`src/rtl/aes128_round_ctrl.sv`:
```
// Control sequencer for a round-reused AES-128 datapath: load 4 words, ARK0, 10 rounds, unload 4 words.
// First ciphertext valid 2+10*ROUND_CYCLES cycles after the 4th load; output holds under out_ready_in=0.
`timescale 1ns/1ps
module aes128_round_ctrl #(
    parameter int ROUND_CYCLES = 1,
    parameter int NUM_ROUNDS   = 10
) (
    input  logic       clk,
    input  logic       rst_n,
    input  logic       MP_dv_in,
    input  logic       out_ready_in,
    output logic       ld_en_out,
    output logic [1:0] ld_idx_out,
    output logic       ark0_en_out,
    output logic       round_en_out,
    output logic [3:0] round_num_out,
    output logic [7:0] rcon_out,
    output logic       final_round_out,
    output logic [1:0] out_idx_out,
    output logic       core_dv_out,
    output logic       busy_out,
    output logic       overrun_out
);

    typedef enum logic [2:0] {
        S_IDLE   = 3'd0,
        S_LOAD   = 3'd1,
        S_ARK0   = 3'd2,
        S_ROUND  = 3'd3,
        S_OUTPUT = 3'd4
    } state_t;

    localparam logic [3:0] LAST_SUB = 4'(ROUND_CYCLES - 1);
    localparam logic [3:0] LAST_RND = 4'(NUM_ROUNDS);

    generate
        if (NUM_ROUNDS != 10) begin : g_bad_num_rounds
            $error("aes128_round_ctrl: NUM_ROUNDS must be 10 for AES-128");
        end
        if (ROUND_CYCLES < 1 || ROUND_CYCLES > 15) begin : g_bad_round_cycles
            $error("aes128_round_ctrl: ROUND_CYCLES must be in 1..15");
        end
    endgenerate

    state_t     r_state;
    state_t     w_state_nxt;
    logic [1:0] r_word_cnt;
    logic [1:0] w_word_cnt_nxt;
    logic [3:0] r_sub_cnt;
    logic [3:0] w_sub_cnt_nxt;
    logic [3:0] r_round;
    logic [3:0] w_round_nxt;
    logic [1:0] r_out_cnt;
    logic [1:0] w_out_cnt_nxt;
    logic       r_overrun;
    logic       w_accept;
    logic       w_commit;

    assign w_accept = (r_state == S_IDLE) || (r_state == S_LOAD);
    assign w_commit = (r_state == S_ROUND) && (r_sub_cnt == LAST_SUB);

    always_ff @(posedge clk or negedge rst_n) begin
        if (!rst_n) begin
            r_state    <= S_IDLE;
            r_word_cnt <= 2'd0;
            r_sub_cnt  <= 4'd0;
            r_round    <= 4'd0;
            r_out_cnt  <= 2'd0;
            r_overrun  <= 1'b0;
        end else begin
            r_state    <= w_state_nxt;
            r_word_cnt <= w_word_cnt_nxt;
            r_sub_cnt  <= w_sub_cnt_nxt;
            r_round    <= w_round_nxt;
            r_out_cnt  <= w_out_cnt_nxt;
            r_overrun  <= MP_dv_in && !w_accept;
        end
    end

    always_comb begin
        w_state_nxt    = r_state;
        w_word_cnt_nxt = r_word_cnt;
        w_sub_cnt_nxt  = r_sub_cnt;
        w_round_nxt    = r_round;
        w_out_cnt_nxt  = r_out_cnt;
        case (r_state)
            S_IDLE, S_LOAD: begin
                if (MP_dv_in) begin
                    if (r_word_cnt == 2'd3) begin
                        w_state_nxt    = S_ARK0;
                        w_word_cnt_nxt = 2'd0;
                    end else begin
                        w_state_nxt    = S_LOAD;
                        w_word_cnt_nxt = r_word_cnt + 2'd1;
                    end
                end
            end
            S_ARK0: begin
                w_state_nxt   = S_ROUND;
                w_round_nxt   = 4'd1;
                w_sub_cnt_nxt = 4'd0;
            end
            S_ROUND: begin
                if (w_commit) begin
                    w_sub_cnt_nxt = 4'd0;
                    if (r_round < LAST_RND) begin
                        w_round_nxt = r_round + 4'd1;
                    end else begin
                        w_state_nxt   = S_OUTPUT;
                        w_out_cnt_nxt = 2'd0;
                    end
                end else begin
                    w_sub_cnt_nxt = r_sub_cnt + 4'd1;
                end
            end
            S_OUTPUT: begin
                if (out_ready_in) begin
                    w_out_cnt_nxt = r_out_cnt + 2'd1;
                    if (r_out_cnt == 2'd3) begin
                        w_state_nxt = S_IDLE;
                        w_round_nxt = 4'd0;
                    end
                end
            end
            default: w_state_nxt = S_IDLE;
        endcase
    end

    // ld_en_out is a Mealy output; gating with rst_n keeps it low while reset is held.
    always_comb begin
        ld_en_out       = MP_dv_in && w_accept && rst_n;
        ld_idx_out      = r_word_cnt;
        ark0_en_out     = (r_state == S_ARK0);
        round_en_out    = w_commit;
        round_num_out   = r_round;
        rcon_out        = 8'h00;
        final_round_out = (r_state == S_ROUND) && (r_round == LAST_RND);
        out_idx_out     = (r_state == S_OUTPUT) ? r_out_cnt : 2'd0;
        core_dv_out     = (r_state == S_OUTPUT);
        busy_out        = (r_state != S_IDLE);
        overrun_out     = r_overrun;
        if (r_state == S_ROUND) begin
            case (r_round)
                4'd1:    rcon_out = 8'h01;
                4'd2:    rcon_out = 8'h02;
                4'd3:    rcon_out = 8'h04;
                4'd4:    rcon_out = 8'h08;
                4'd5:    rcon_out = 8'h10;
                4'd6:    rcon_out = 8'h20;
                4'd7:    rcon_out = 8'h40;
                4'd8:    rcon_out = 8'h80;
                4'd9:    rcon_out = 8'h1B;
                4'd10:   rcon_out = 8'h36;
                default: rcon_out = 8'h00;
            endcase
        end
    end

endmodule

```
`config.mk`:
```
export PLATFORM = sky130hd
export DESIGN_NAME = aes128_round_ctrl
export DESIGN_NICKNAME = d
export VERILOG_FILES = /design/src/rtl/aes128_round_ctrl.sv
export SDC_FILE = /design/constraint.sdc
export NUM_CORES = 1
export LEC_CHECK = 0
export BUFFER_PORTS_ARGS = -buffer_cell sky130_fd_sc_hd__buf_2
export CAP_MARGIN = 20
export CORE_UTILIZATION = 25
export DETAILED_ROUTE_END_ITERATION = 7
export GPL_TIMING_DRIVEN = 0
export PLACE_DENSITY_LB_ADDON = 0.25
export SETUP_SLACK_MARGIN = 0.15
export SKIP_CTS_REPAIR_TIMING = 1
export SLEW_MARGIN = 20
export SYNTH_ARGS = -nofsm -noshare
export SYNTH_HDL_FRONTEND = slang
export SYNTH_SLANG_ARGS = --single-unit
```
`constraint.sdc`:
```
create_clock -name clk -period 2.6 [get_ports clk]
set_clock_uncertainty 0.2 [all_clocks]
set_input_delay 0.13 -clock clk [delete_from_list [all_inputs] [get_ports clk]]
set_output_delay 0.13 -clock clk [all_outputs]
set_load 0.05 [all_outputs]
```
## Yosys cells after proc, flatten, opt, wreduce, memory -nomap -nowiden

Memories as Yosys holds them, arrays and structs flattened.
Cells that the tools add are included.

| storage, ports and cells | value |
|---|---|
| bits in registers | 16 |
| memory bits (read-only) | 128 |
| memories | 1 |

Memories:

| name | words | width | read ports | clocked after Yosys merged registers in | write ports | RTL line | text |
|---|---|---|---|---|---|---|---|
| (name not given) | 16 | 8 | 1 | 0 | 0 | 143 | `case (r_round)` |

| operators by class | value |
|---|---|
| add/subtract/negate cells | 4 |
| magnitude comparators | 1 |
| eq/ne operators | 13 |
| mux-type cells | 21 |
| reductions and logical operators | 18 |

Operators by type and width:

| operator | count |
|---|---|
| 4-bit 2-to-1 mux | 5 |
| 3-bit 2-to-1 mux | 5 |
| 2-bit 2-to-1 mux | 6 |
| 3-bit one-hot mux with 4 select lines | 1 |
| 4-bit one-hot mux with 3 select lines | 1 |
| 5-bit AND reduction | 2 |
| 4-bit by 1-bit adder with 4-bit output, second input constant | 2 |
| 8-bit 2-to-1 mux | 1 |
| 2-bit inequality test, second input constant | 4 |
| 4-bit one-hot mux with 2 select lines | 1 |
| 3-bit by 2-bit equality test with 1-bit output, second input constant | 2 |
| 3-bit nonzero test | 2 |
| 1-bit logical AND | 5 |
| 2-bit by 1-bit adder with 2-bit output, second input constant | 2 |
| 2-bit equality test, second input constant | 2 |
| 4-bit equality test, second input constant | 1 |
| 4-bit logical NOT | 1 |
| 4-bit < comparator, second input constant | 1 |
| 2-bit by 1-bit inequality test with 1-bit output, second input constant | 2 |
| 2-bit one-hot mux with 2 select lines | 1 |
| 4-bit AND reduction | 1 |
| 2-bit nonzero test | 2 |
| 3-bit by 1-bit equality test with 1-bit output, second input constant | 1 |
| 3-bit equality test, second input constant | 1 |
| other kinds (5) | 5 |

## Longest topological paths before layout

| logic depth | value |
|---|---|
| depth after elaboration | 4 |
| mapped depth | 7 |
| gate-level depth less buffers | 6 |

## Worst setup path before layout

Ideal clock, no wire load.

| path | value |
|---|---|
| path kind | flip-flop to output port |
| start | register r_round[1] (netlist: round_num_out[1]) |
| end | output rcon_out[1] |
| arrival | 2283 ps |
| required time | 2270 ps |
| slack | -13 ps |
| stages on the path, launching flop included | 5 |
| path buffers | 0 |
| path through | dfrtp_1 inv_1 ha_1 mux2i_1 nor3_1 |

| on the way | value |
|---|---|
| word-level cells in the longest chain between the ends | 2 |

Ends and longest elaborated chain:

| element | RTL line | text |
|---|---|---|
| start: declaration | 51 | `logic [3:0] r_round;` |
| start signal: assignment | 74 | `r_round <= w_round_nxt;` |
| memory read 16 x 8 bit | -- |  |
| 8-bit 2-to-1 mux | 142 | `if (r_state == S_ROUND) begin` |
| end: declaration | 17 | `output logic [7:0] rcon_out,` |

No other way between the ends.

## Final worst setup path

| path | value |
|---|---|
| start | register r_sub_cnt[0] |
| end | register r_round[0] (netlist: round_num_out[0]) |

| on the way | value |
|---|---|
| word-level cells in the longest chain between the ends | 4 |

Ends and longest elaborated chain:

| element | RTL line | text |
|---|---|---|
| start: declaration | 49 | `logic [3:0] r_sub_cnt;` |
| start signal: assignment | 73 | `r_sub_cnt <= w_sub_cnt_nxt;` |
| 4-bit logical NOT | 60 | `assign w_commit = (r_state == S_ROUND) && (r_sub_cnt == LAST_SUB);` |
| 1-bit logical AND | 60 |  |
| 2-bit inequality test (no source line) | -- |  |
| 5-bit AND reduction (no source line) | -- |  |

No other way between the ends.
A chain may end at the register's enable or synchronous reset.

==> metrics.log <==
[metrics] cell area after synthesis: 1190 µm²
[metrics] max-cap check violation count: 0
[metrics] proportion of layout cells with a drive suffix above 1: around a third
[metrics] detailed-router iteration count before antenna repair: 6
[metrics] number of nets still failing antenna checks after routing: 0
[metrics] effective utilization at floorplan: a little over a quarter
[metrics] number of flops mapped to enable cells by yosys: 0
[metrics] proportion of netlist area held by the largest area contributor: 33.8%
[metrics] DR vias/cell: around 5
[metrics] biggest area contributors in the synthesized netlist: dfrtp_1, ha_1, buf_6
[metrics] syn_nets: approximately 140
[metrics] Power, Total: 1.52 mW
[metrics] die footprint: about 5000 µm²
[metrics] final clock period utilization by the worst path: approximately nine tenths
[metrics] final net count: 170
[metrics] WP data arrival: between 2 and 2.5 ns
[metrics] FFs w/ async S/R, synth: between 90% and 100%
[metrics] cell chain of the critical path: inv_1 -> ha_1 -> nor3b_1 -> nor2_1 -> or3_1 -> buf_6 -> mux2_4
[metrics] Die Wd: just over 70 µm
[metrics] weighted congestion at the end of routability-driven global placement: 0.761
[metrics] clock-pin slew of the registers on the worst-case setup and hold paths: about 0.070 ns
[metrics] peak fanout along the critical path: 9
[metrics] wire length reported by the detailed router: between 2 and 3 mm
[metrics] run status: finished, final reports clean
[metrics] number of CTS-inserted buffers: 3
[metrics] delay of the slowest critical-path stage: 0.42 ns
[metrics] Setup-failing EPs final: 0
[metrics] Total GRT Usage: 11.2%
[metrics] average cell area after synthesis: between 9 and 10 µm²
[metrics] CTS max path bufs: 2
[metrics] RSZ-0062 raised after global routing: false
[metrics] pwr/cell area: roughly 1000 nW/µm²
[metrics] leakage power: ~0.73 nW
[metrics] portion of total power attributed to the clock network: roughly 15%
[metrics] Sum Neg Setup Slack: 0 ns
[metrics] Seq cells post-synth: 16
[metrics] register area share after synthesis: approximately 34%
[metrics] warnings from Yosys: 0
[metrics] critical path endpoint category: register
[metrics] kind of cell adding the most delay to the critical path: simple AND/OR/NAND/NOR gates
[metrics] Synth cell types: 42
[metrics] Crit path required time: 2.54 ns
[metrics] buffers and inverters on the worst path: 2
[metrics] most used flip-flop cell after synthesis: dfrtp_1
[metrics] instance count of the mapped netlist: around 120
[metrics] core area: 4440 µm²
[metrics] number of clock sinks seen by CTS: 16
[metrics] final core utilization: between 30% and 40%
[metrics] pin slew with the least headroom to its limit: 0.498 ns
[metrics] share of total power in combinational logic: roughly three fifths
[metrics] min cycle time layout: between 2 and 2.5 ns
[metrics] number of core rows: 24
[metrics] DRC marker count from the first detailed-route iteration: 69
[metrics] antenna violations before repair: 0
[metrics] DRC errors left: 0
[metrics] Hold Vio Cnt, Final: 0
[metrics] sw power: between 0.7 and 0.8 mW
[metrics] library cell with the largest summed area after synthesis: dfrtp_1
[metrics] library cell contributing the largest single delay on the critical path: dfrtp_1
[metrics] Area growth syn-to-layout: 24.2%
[metrics] maximum vdd ir drop: 0.000494 V
[metrics] kind of start point of the critical path: register
[metrics] vias in the first global route: a little over 900
[metrics] switching share of total power: between 40% and 50%
[metrics] first-pass GRT wire length: 4.47 mm
[metrics] pin count of the biggest net entering global routing: 18
[metrics] Pins Over Slew Limit: 0
[metrics] number of levels in the clock H-tree: 1
[metrics] DIE HEIGHT: ~71 µm
[metrics] HPWL after DPL: 1.89 mm
[metrics] worst slew margin relative to its limit: about two thirds
[metrics] diode insertion count for antenna repair: 0
[metrics] via total after detailed routing: a little over 1,000
[metrics] TritonCTS clock tree: built
[metrics] setup slack on the worst flop-to-flop path: 0.30 ns
[metrics] routed wirelength normalized by instance count: between 10 and 15 µm
[metrics] register share of total power: ~26%
[metrics] category of the most critical setup path: reg2reg
[metrics] I/O Buffers: 26
[metrics] count of boundary I/O pins: 27
[metrics] Clk Latency, worst-skew pair: between 0.2 and 0.3 ns
[metrics] Max Clk Rate: around 0.43 GHz
[metrics] cell-internal power: roughly 0.8 mW
[metrics] Hold WC Path Type: in2reg
[metrics] Remaining Overflow, GRT: 0
[metrics] clock root buffer: clkbuf_8
final timing paths:
check                                   end          from  depth (start not counted)
max                        round_num_out[0]  r_sub_cnt[0]                          7
min                              r_state[2]  out_ready_in                          3
max reg2reg                round_num_out[0]  r_sub_cnt[0]                          7
min reg2reg                    r_sub_cnt[2]  r_sub_cnt[2]                          1
max in group asynchronous      r_sub_cnt[2]         rst_n                          2
min in group asynchronous        r_state[2]         rst_n                          2
state kept, by name, indices dropped and copies added (netlist names):
signal         count
ld_idx_out         2
overrun_out        1
r_out_cnt          2
r_state            3
r_sub_cnt          4
round_num_out      4
cells by family after synthesis:
| logic type | Yosys count | share of synthesized area [%] |
|---|---|---|
| mux | 7 | 6.86 |
| simple gates | 45 | 21.8 |
| fa+ha+maj | 10 | 10.5 |
| xor+xnor | 1 | 0.739 |
| flops | 16 | 33.8 |
| buf+inv | 16 | 8.86 |
| compound gates | 28 | 17.4 |
final cells by class:
cell class | instances | area, µm²
tap | 52 | 65.1
buffer | 7 | 71.3
fill | 464 | 2970
clock buffer | 4 | 55.1
sequential | 16 | 400
inverter | 9 | 33.8
timing repair buffer | 28 | 150
multi-input combinational | 91 | 697
synth_stat cells, types with 4 or more instances:
master   instances
dfrtp_1         16
ha_1            10
nor2_1          10
inv_1            9
nand2_1          8
a21oi_1          5
buf_6            5
o21ai_0          5
and3_1           4
mux2i_1          4
o41ai_1          4
cells in the final DEF (no fill, tap or decap), types with 3 or more instances in the layout:
cell | Yosys | routed
ha_1 | 10 | 10
buf_6 | 5 | 5
buf_2 | 0 | 26
mux2i_1 | 4 | 4
nand2_1 | 8 | 8
o21ai_0 | 5 | 5
or3_1 | 3 | 3
clkbuf_8 | 0 | 4
dfrtp_1 | 16 | 16
and3_1 | 4 | 4
a21oi_1 | 5 | 5
nor2_1 | 10 | 10
inv_1 | 9 | 9
o41ai_1 | 4 | 4
nor2b_1 | 3 | 3
stage by stage:
step           instance area, µm²  worst slack, ns  instances  hold slack, ns
4_1_cts                      1450            0.311        205          -0.399
3_3_place_gp                 1400            0.331        201          -0.127
2_1_floorplan                1200            0.334        123          -0.366
5_1_grt                      1470            0.225        207          0.0980
3_5_place_dp                 1400            0.332        201          -0.122
6_report                     1470            0.300        207          0.0869
tightest hold or removal path, cell delays in order:
cell and delay, ns:
buf_2 0.13, a21boi_4 0.09, o21bai_1 0.15
per-layer routing:
metal	vias to the layer above	GRT usage, %	wire length, µm
li1	501	-	-
met1	483	16.1	1340
met5	-	0	0
met4	0	2.00	13
met3	2	3.56	111
met2	27	16.6	1120
power by group through the flow:
stage / Sequential [mW] / Combinational (mW) / Clock, mW
floorplan: 0.497 / 0.624 / 0
global placement: 0.386 / 0.899 / 0
detailed placement: 0.394 / 0.904 / 0
CTS: 0.390 / 0.908 / 0.236
global route: 0.400 / 0.984 / 0.247
finish: 0.389 / 0.903 / 0.225
No activity file was read; power rests on OpenSTA's default activity.
